### config.mk
export PLATFORM = sky130hd
export DESIGN_NAME = regfile_mp
export DESIGN_NICKNAME = d
export VERILOG_FILES = /design/src/rtl/regfile_mp.sv
export SDC_FILE = /design/constraint.sdc
export NUM_CORES = 1
export LEC_CHECK = 0
export BUFFER_PORTS_ARGS = -buffer_cell sky130_fd_sc_hd__buf_2
export CORE_ASPECT_RATIO = 0.9
export CORE_MARGIN = 2
export CORE_UTILIZATION = 45
export DETAILED_ROUTE_END_ITERATION = 7
export SETUP_SLACK_MARGIN = 0.2
export SLEW_MARGIN = 5
export SYNTH_ARGS = -nofsm -noshare
export SYNTH_HDL_FRONTEND = slang
export SYNTH_SLANG_ARGS = --single-unit
### constraint.sdc
create_clock -name clk -period 3.94 [get_ports clk]
set_clock_uncertainty 0.05 [all_clocks]
set_input_delay 0.394 -clock clk [delete_from_list [all_inputs] [get_ports clk]]
set_output_delay 0.394 -clock clk [all_outputs]
set_load 0.01 [all_outputs]
### src/rtl/regfile_mp.sv
// Multi-read-port integer register file with x0 hardwired to zero and a
// post-reset clear sweep. Optional same-cycle write forwarding: RF_BYPASS_EN.
module regfile_mp #(
    parameter int ADDR_WIDTH = 5,
    parameter int DATA_WIDTH = 32,
    parameter int NR_RD      = 2
) (
    input  logic                        clk,
    input  logic                        rst_n,
    input  logic                        wen,
    input  logic [ADDR_WIDTH-1:0]       waddr,
    input  logic [DATA_WIDTH-1:0]       wdata,
    input  logic [NR_RD*ADDR_WIDTH-1:0] raddr,
    output logic [NR_RD*DATA_WIDTH-1:0] rdata,
    output logic                        ready
);

    localparam int DEPTH = 2 ** ADDR_WIDTH;

    typedef enum logic {
        CLEAR = 1'b0,
        RUN   = 1'b1
    } state_t;

    state_t                  r_state;
    state_t                  w_nextState;
    logic [ADDR_WIDTH-1:0]   r_clrIdx;
    logic                    r_ready;
    logic [DATA_WIDTH-1:0]   r_rf [DEPTH];
    logic                    w_sweepLast;
    logic                    w_clearing;
    logic                    w_storeEn;

    assign w_sweepLast = (r_clrIdx == ADDR_WIDTH'(DEPTH - 1));

    always_ff @(posedge clk) begin
        if (!rst_n) begin
            r_state <= CLEAR;
        end else begin
            r_state <= w_nextState;
        end
    end

    always_comb begin
        w_nextState = r_state;
        if (r_state == CLEAR && w_sweepLast) begin
            w_nextState = RUN;
        end
    end

    always_comb begin
        w_clearing = (r_state == CLEAR);
        w_storeEn  = (r_state == RUN) && wen && (waddr != '0);
    end

    // The sweep starts at 1 because x0 is never stored; ready flips on the
    // same edge that clears the top register.
    always_ff @(posedge clk) begin
        if (!rst_n) begin
            r_clrIdx <= ADDR_WIDTH'(1);
            r_ready  <= 1'b0;
        end else if (w_clearing) begin
            if (w_sweepLast) begin
                r_ready <= 1'b1;
            end else begin
                r_clrIdx <= r_clrIdx + ADDR_WIDTH'(1);
            end
        end
    end

    always_ff @(posedge clk) begin
        if (rst_n) begin
            if (w_clearing) begin
                r_rf[r_clrIdx] <= '0;
            end else if (w_storeEn) begin
                r_rf[waddr] <= wdata;
            end
        end
    end

    assign ready = r_ready;

    for (genvar g = 0; g < NR_RD; g++) begin : g_rd
        logic [ADDR_WIDTH-1:0] w_ra;
        logic [DATA_WIDTH-1:0] w_rd;

        assign w_ra = raddr[g*ADDR_WIDTH +: ADDR_WIDTH];

        always_comb begin
            w_rd = '0;
            if (!w_clearing && w_ra != '0) begin
                w_rd = r_rf[w_ra];
`ifdef RF_BYPASS_EN
                if (w_storeEn && w_ra == waddr) begin
                    w_rd = wdata;
                end
`else
`endif
            end
        end

        assign rdata[g*DATA_WIDTH +: DATA_WIDTH] = w_rd;
    end

endmodule

# --- After elaboration in Yosys (flattened, before gate mapping) ---
# Memories as Yosys holds them, arrays and structs flattened.
# Cells that the tools add are included.
totals:
  n_memories: 1
  elab_cells: 31
  ram_bits: 1024
  out_inout_bits: 65
  reg_bits: 7
memory_table:
  columns: ["memory", "words", "word_bits", "rd", "rd_ports_with_merged_regs", "write_ports", "line", "rtl"]
  rows:
  - ["r_rf", 32, 32, 2, 0, 1, "29", "logic [DATA_WIDTH-1:0] r_rf [DEPTH];"]
classes:
  n_eq_ne: 1
  n_reduce_logical: 11
  addsub: 1
  mux: 12
  bitwise_logic: 2
op_table:
  columns: ["operator", "count"]
  rows:
  - ["$mux 32", 3]
  - ["$reduce_or 32->1", 1]
  - ["$reduce_bool 5->1", 3]
  - ["$mux 1", 8]
  - ["$add 5x1->5 const B", 1]
  - ["$eq 5x5->1 const B", 1]
  - ["$logic_and 1x1->1", 5]
  - ["$mux 5", 1]
  - ["$reduce_and 2->1", 2]
  - ["$not 1->1", 2]

# --- Depth between registers and ports, before layout ---
# Gate-level depths: netlist (run 1).
depth:
  word_depth: 8
  mapped_depth: 9

# --- Worst setup path after synthesis (run 1) ---
# No wires, ideal clock.
synth_timing:
  kind: "input -> register"
  start: "input waddr[4]"
  end: "memory r_rf[18][0] (enable)"
  t_arrival_ns: 3.726
  stages: 4
  setup_slack_ns: -0.297
  path_buffers: 0
  setup_time_ns: 0.461
  path_cell_list: "or4_1 > o21ai_2 > a41oi_1 > nor3_1"
synth_between:
  elab_chain_len: 8
  elab_cells_between_ends: 9
synth_lines:
  columns: ["element", "line", "rtl"]
  rows:
  - ["start, declared", "11", "input logic [ADDR_WIDTH-1:0] waddr,"]
  - ["$reduce_bool 5->1", "53", "w_storeEn = (r_state == RUN) && wen && (waddr != '0);"]
  - ["$logic_and 1x1->1", "53", null]
  - ["$mux 1", "75", "end else if (w_storeEn) begin"]
  - ["$mux 1", "73", "if (w_clearing) begin"]
  - ["$mux 1", "72", "if (rst_n) begin"]
  - ["$mux 1 (not written as such)", "76", "r_rf[waddr] <= wdata;"]
  - ["$reduce_or 32->1 (no line)", null, null]
  - ["$mux 5 (no line) or $mux 1 (tied branches)", null, null]
  - ["end, declared", "29", null]
# Several ways; a longest one is shown, not always the timed one.

# --- Final worst setup path (run 1) ---
layout_timing:
  start: "register r_state"
  end: "output rdata[4]"
layout_between:
  elab_chain_len: 2
layout_lines:
  columns: ["element", "line", "rtl"]
  rows:
  - ["start, declared", "25", "state_t r_state;"]
  - ["start signal, assigned", "40", "r_state <= w_nextState;"]
  - ["$logic_and 1x1->1", "91", "if (!w_clearing && w_ra != '0) begin"]
  - ["$mux 32", "91", null]
  - ["end, declared", "14", "output logic [NR_RD*DATA_WIDTH-1:0] rdata,"]
# No other way between the ends.

==> results of run 1 <==
-- power breakdown --
part / switching (mW) / leakage (nW) / internal (mW) / total [mW]
Combinational: 0.831 / 7.01 / 0.621 / 1.45
Clock: 4.33 / 1.67 / 5.80 / 10.1
Sequential: 0.0563 / 7.97 / 12.0 / 12.0
-- worst max-delay path: cells and delay by family (launching register included) --
family / cells / cell delay (ns)
AOI/OAI and AO/OA: 3 / 1.03
buffers and inverters: 3 / 0.78
DFF: 1 / 0.55
-- stage by stage --
| stage | worst slack (ns) | util |
|---|---|---|
| after floorplan | -0.297 | - |
| after global placement | 0.517 | 0.484 |
| after detailed placement | 0.514 | 0.484 |
| after CTS | 0.200 | 0.517 |
| after global routing | 0.420 | 0.517 |
| final | 0.421 | 0.517 |
-- worst min path at each step --
stage	startpoint	to	slack (ns)	depth (start not counted)
6_report	wdata[25]	r_rf[12][25]	0.30	3
3_5_place_dp	r_clrIdx[1]	r_clrIdx[1]	0.50	2
4_1_cts	wdata[25]	r_rf[11][25]	0.27	3
3_3_place_gp	r_clrIdx[1]	r_clrIdx[1]	0.47	2
5_1_grt	wdata[25]	r_rf[21][25]	0.29	3
2_1_floorplan	r_clrIdx[1]	r_clrIdx[1]	0.45	2
-- cells by family (layout without fill, tap and decap cells) --
logic type	Yosys count	count (layout)	share of synthesized area
xor gates and xnor gates	3	3	0.000544
and+or+nand+nor	268	268	0.0287
adders and majority gates	2	2	0.000518
muxes	775	775	0.271
AOI/OAI and AO/OA	251	251	0.0382
other	0	4	0
buffers and inverters	208	502	0.0221
DFF	1030	1030	0.639
-- routing by layer --
layer,vias to the layer above,wire [um],track usage
li1,11300,-,-
met1,15500,62700,0.408
met2,1739,72400,0.438
met3,228,16200,0.0634
met4,6,4430,0.0805
met5,-,34,0
-- layout make-up --
type	count	area, um2	share of cell area
Clock buffer	122	2710	0.0490
Antenna cell	4	10.0	0.000181
Sequential cell	1030	30900	0.558
Timing Repair Buffer	298	2520	0.0456
Inverter	7	26.3	0.000475
Clock inverter	75	776	0.0140
Tap cell	1392	1740	0.0315
Multi-Input combinational cell	1299	16700	0.301
-- cell usage in the layout, fill, tap and decap left out, types with 14 or more instances in the layout --
| cell type | count |
|---|---|
| sky130_fd_sc_hd__clkinv_1 | 27 |
| sky130_fd_sc_hd__clkbuf_1 | 16 |
| sky130_fd_sc_hd__o22ai_1 | 32 |
| sky130_fd_sc_hd__a21oi_1 | 26 |
| sky130_fd_sc_hd__buf_4 | 142 |
| sky130_fd_sc_hd__edfxtp_1 | 1024 |
| sky130_fd_sc_hd__clkbuf_16 | 106 |
| sky130_fd_sc_hd__nand2_1 | 61 |
| sky130_fd_sc_hd__nand3_1 | 47 |
| sky130_fd_sc_hd__o22a_1 | 22 |
| sky130_fd_sc_hd__a22oi_1 | 64 |
| sky130_fd_sc_hd__buf_2 | 108 |
| sky130_fd_sc_hd__a211o_1 | 23 |
| sky130_fd_sc_hd__clkinv_2 | 18 |
| sky130_fd_sc_hd__and2_1 | 37 |
| sky130_fd_sc_hd__mux2_2 | 44 |
| sky130_fd_sc_hd__or2_2 | 20 |
| sky130_fd_sc_hd__o221ai_1 | 28 |
| sky130_fd_sc_hd__mux4_2 | 422 |
| sky130_fd_sc_hd__nor2b_1 | 14 |
| sky130_fd_sc_hd__buf_12 | 41 |
| sky130_fd_sc_hd__a31oi_1 | 29 |
| sky130_fd_sc_hd__nor2_4 | 16 |
| sky130_fd_sc_hd__mux2i_1 | 309 |
-- synth_stat cells (3+ instances only) --
cell type                  number  area, um2
sky130_fd_sc_hd__o21ai_0        5       25.0
sky130_fd_sc_hd__mux2i_1      309       3090
sky130_fd_sc_hd__or2_2         20        125
sky130_fd_sc_hd__nand3_1       48        240
sky130_fd_sc_hd__and2_1        37        231
sky130_fd_sc_hd__nand4_1       12       75.1
sky130_fd_sc_hd__a21oi_1       26        130
sky130_fd_sc_hd__o221ai_1      29        254
sky130_fd_sc_hd__a211o_1       23        201
sky130_fd_sc_hd__nor2b_1       17        106
sky130_fd_sc_hd__buf_1          5       18.8
sky130_fd_sc_hd__a211oi_1       9       67.6
sky130_fd_sc_hd__buf_4         32        240
sky130_fd_sc_hd__mux2_2        44        495
sky130_fd_sc_hd__nand2_1       61        229
sky130_fd_sc_hd__nor3_1        30        150
sky130_fd_sc_hd__inv_1          7       26.3
sky130_fd_sc_hd__mux4_2       422       9500
sky130_fd_sc_hd__edfxtp_1    1024      30700
sky130_fd_sc_hd__and3_1         6       37.5
sky130_fd_sc_hd__o22ai_1       32        200
sky130_fd_sc_hd__nor2_1        23       86.3
sky130_fd_sc_hd__buf_6          7       78.8
sky130_fd_sc_hd__a22oi_1       64        480
sky130_fd_sc_hd__xnor2_1        3       26.3
sky130_fd_sc_hd__dfxtp_1        6        120
sky130_fd_sc_hd__a32oi_1        4       35.0
sky130_fd_sc_hd__buf_2         92        460
sky130_fd_sc_hd__clkbuf_1      65        244
sky130_fd_sc_hd__o22a_1        22        193
sky130_fd_sc_hd__a31oi_1       29        181
-- sequential cells by signal (all words and copies together) (netlist names) --
signal	flops
r_rf	1024
r_clrIdx	5
r_state	1
-- repair_timing --
| item | CTS | global route |
|---|---|---|
| hold buffers | 1 | 0 |
| hold endpoints to repair | 6 | 0 |
| setup endpoints to repair | 2 | 8 |
| resized for setup | 2 | 4 |
==> summary.md, run 1 <==
Run status
• result of the run: finished clean

Clock network
• number of post-CTS setup repair buffers: 0
• root buf cell: sky130_fd_sc_hd__clkbuf_16
• Reg clk slew, reported paths: 0.06 ns
• clock buffers created by TritonCTS: 106
• clock sink count: 1030
• Max Root-Sink Buffers: 3
• clock network latency to the later pin of the worst-skew pair: 0.67 ns
• CTS tree: done
• H-tree level count: 3

Worst setup path
• nature of the critical path endpoint: output port
• minimum setup slack among reg-to-reg paths: 0.93 ns
• CP max FO: 11
• Worst R2R Start: r_state
• Critical Path Sink: rdata[4]
• required time reported for the critical path endpoint: 3.50 ns
• depth of the worst register-to-register path: 5
• endpoint of the lowest-slack register-to-register path: r_rf[12][16]
• kind of launch point of the worst setup path: flip-flop
• critical path type: reg2out
• Arrival @ worst endpoint: 3.07 ns
• CP dominant cell by count: sky130_fd_sc_hd__buf_4
• slowest library cell on the worst path: sky130_fd_sc_hd__a31oi_1
• source of the critical timing path: r_state
• critical path, cell by cell: buf_4 -> o41ai_4 -> buf_4 -> a211o_1 -> a31oi_1 -> buf_2
• Slowest Stage Delay on Critical Path: 0.58 ns

Placed design
• Post-Place Cells: 4025
• # port buffers: 114
• routability-driven placement congestion ratio: 0.847
• DPL Wire Length: 95100 um
• DP Area: 51800 um2

Logic synthesis
• Synth Area per Inst: 19.0 um2
• synthesized instance count: 2537
• flip-flop and latch count after synthesis: 1030
• leading register cell type out of synthesis: sky130_fd_sc_hd__edfxtp_1
• Synth Net Count: 2589
• fraction of registers with async set/reset: 0
• count of different cell masters after synthesis: 47
• number of enable-type register cells in the synthesized netlist: 1024
• mapped cell area: 48300 um2
• Synthesis Warnings: 0
• part of the Yosys area used for sequential elements: 0.639

GRT
• via count of the first global-routing pass: 28900
• GR Util All Layers: 0.284
• sum of overflow across all layers after global routing: 0
• wire length of the first global-routing pass: 219000 um
• pin count of the biggest net entering global routing: 80
• initial antenna violation count: 11

Job
• max-cap check violation count: 0

Die
• Core ar.: 107000 um2
• Ports: 115
• die height: 315 um
• area enclosed by the die boundary: 110000 um2
• Initial Utilization: 0.452
• Placement Rows: 114
• Die W: 349 um

Detailed routing
• post-detailed-route count of antenna-violating nets: 0
• Initial DRC Count: 3908
• routed wirelength normalized by instance count: 36.9 um
• detailed-route wire length: 156000 um
• number of DRC violations after detailed routing: 0
• first-pass iteration count of the detailed router: 6
• total via count after detailed routing: 28800
• Via density: 6.81

Pwr
• Cell Pwr Density: 427 nW/um2
• standby leakage power: 16.7 nW
• maximum vdd ir drop: 377 uV
• Final Total Pwr: 23.6 mW

Final layout
• layout overhead on the synthesized area: 14.6%
• summed area of non-filler cells in the final layout: 55300 um2
• number of filler instances in the final layout: 8444
• final net count: 2794
• final cell count without fillers: 4227
• fraction of final layout cells sized beyond drive strength 1: 0.348

Timing
• headroom to the max-slew limit: 0.190
• post-route worst hold slack: 0.303 ns
• setup_tns: 0 ns
• setup repair after global routing missed its margin: no
• final max-slew violation count: 0
• Highest Clock Rate: 0.284 GHz
• final hold violation count: 0
• final worst-path cycle share: 0.893
• post-layout minimum cycle time: 3.52 ns
• transition at the pin with the smallest max-transition slack: 1.21 ns
• # setup viols final: 0

Worst hold path
• HP Class: in2reg

(Power assumes the default switching activity.)
==> run 2: changes to the inputs <==
- CORE_ASPECT_RATIO: 0.9 -> 0.8
==> run 2 against run 1 <==
Flip-flop and latch count unchanged. Largest power group unchanged. Wire length increased by 2.3%. Largest cell class unchanged. Via count increased by 0.45%. Core utilization about the same. Critical path depth decreased by 1. Maximum frequency decreased by 4.9%. Worst setup slack got worse by 0.18 ns. Cell area decreased by 0.60%.
==> summary.md, run 2 (same netlist as run 1, synthesis figures left out) <==
Timing
• # setup viols final: 0
• setup repair after global routing missed its margin: no
• Highest Clock Rate: 0.270 GHz
• Worst Slack Setup Final: 0.241 ns
• post-route worst hold slack: 0.328 ns
• final max-slew violation count: 0
• transition at the pin with the smallest max-transition slack: 1.38 ns
• final worst-path cycle share: 0.939
• final hold violation count: 0
• post-layout minimum cycle time: 3.70 ns
• headroom to the max-slew limit: 0.0786

Detailed routing
• total via count after detailed routing: 28900
• Initial DRC Count: 4376
• detailed-route wire length: 159000 um
• post-detailed-route count of antenna-violating nets: 0
• routed wirelength normalized by instance count: 37.7 um
• Via density: 6.85
• first-pass iteration count of the detailed router: 6
• number of DRC violations after detailed routing: 0

Final layout
• final net count: 2769
• flip-flop count of the largest register after layout: 1024
• largest registers in the final layout: r_rf (1024), r_clrIdx (5), r_state (1)
• largest register by flop count: r_rf
• layout overhead on the synthesized area: 13.9%
• most frequent cells in the layout: sky130_fd_sc_hd__edfxtp_1, sky130_fd_sc_hd__mux4_2, sky130_fd_sc_hd__mux2i_1
• fraction of final layout cells sized beyond drive strength 1: 0.343
• Util after Layout: 0.517
• most common cell after layout, fill and taps aside: sky130_fd_sc_hd__edfxtp_1

Die
• Ports: 115
• Placement Rows: 107
• Initial Utilization: 0.454
• Core ar.: 106000 um2
• die height: 297 um
• Die W: 370 um
• area enclosed by the die boundary: 110000 um2

Pwr
• Cell Pwr Density: 425 nW/um2
• standby leakage power: 16.5 nW
• maximum vdd ir drop: 376 uV

Worst setup path
• CP max FO: 11
• critical path type: reg2out
• depth of the worst register-to-register path: 5
• nature of the critical path endpoint: output port
• kind of launch point of the worst setup path: flip-flop
• Arrival @ worst endpoint: 3.25 ns
• required time reported for the critical path endpoint: 3.50 ns

Clock network
• Reg clk slew, reported paths: 0.06 ns
• CTS tree: done
• clock network latency to the later pin of the worst-skew pair: 0.70 ns
• Max Root-Sink Buffers: 3
• root buf cell: sky130_fd_sc_hd__clkbuf_16
• clock buffers created by TritonCTS: 103
• H-tree level count: 3
• clock sink count: 1030

Worst hold path
• HP Class: in2reg
• hold-critical path depth: 3

Placed design
• pre-CTS setup slack: 0.377 ns
• routability-driven placement congestion ratio: 0.865
• # port buffers: 114
• DPL Wire Length: 96100 um

GRT
• GR Util All Layers: 0.290
• initial antenna violation count: 9
• wire length of the first global-routing pass: 223000 um
• sum of overflow across all layers after global routing: 0
• pin count of the biggest net entering global routing: 56
• via count of the first global-routing pass: 28700

Run status
• result of the run: finished clean

Job
• max-cap check violation count: 0

==> run 2: cell types whose count changed in the layout (fill, tap and decap cells not counted), sizes merged <==
cell      change
inv           -2
bufinv        -2
clkinvlp      -2
buf          -22
clkinv        -2
==> run 2: per-layer routing <==
metal / up-vias / track usage / wire length (um)
met3: 329 / 0.0674 / 16300
li1: 11200 / - / -
met5: - / 0 / 25
met4: 4 / 0.0985 / 6040
met1: 15500 / 0.416 / 64400
met2: 1882 / 0.436 / 72700
==> run 2: final timing paths <==
kind                                   from           end  slack [ns]
worst max-delay path                r_state     rdata[55]        0.24
worst min-delay path              wdata[26]  r_rf[30][26]        0.33
worst max register to register      r_state    r_rf[4][6]        0.91
worst min register to register  r_clrIdx[1]   r_clrIdx[1]        0.54
==> run 2: layout make-up <==
cell class	instances	area (um2)
clock buffer	122	2730
sequential	1030	30900
clock inverter	67	629
timing repair buffer	276	2300
tap	1417	1770
inverter	7	26.3
antenna	4	10.0
multi-input combinational	1299	16700
fill	8404	51400
==> run 2: report_power, final <==
part	internal [mW]	total (mW)	switching, mW
Clock	5.66	9.90	4.25
Combinational	0.612	1.45	0.839
Sequential	12.0	12.1	0.0601
Total	18.3	23.4	5.15
==> run 2: timing repair <==
item	in CTS	in global routing
setup buffers	0	0
hold endpoints to repair	6	0
hold buffers	1	0
gates resized for setup	0	1
endpoints found under the setup margin	0	1
==> run 2: worst max-delay path, stage by stage, from the launching register on <==
cell                       delay (ns)
sky130_fd_sc_hd__dfxtp_1         0.47
sky130_fd_sc_hd__buf_4           0.32
sky130_fd_sc_hd__nand3b_1        0.45
sky130_fd_sc_hd__buf_4           0.40
sky130_fd_sc_hd__o221ai_1        0.59
sky130_fd_sc_hd__buf_2           0.28
==> run 2: metrics by stage <==
step	area, um2	setup TNS (ns)	power (mW)	instances
after floorplan	48400	-74.88	13.2	2537
after CTS	55000	0	23.5	4218
final	55000	0	23.4	4222
after global placement	51600	0	13.7	4028
after global routing	55000	0	24.0	4219
after detailed placement	51600	0	13.7	4028
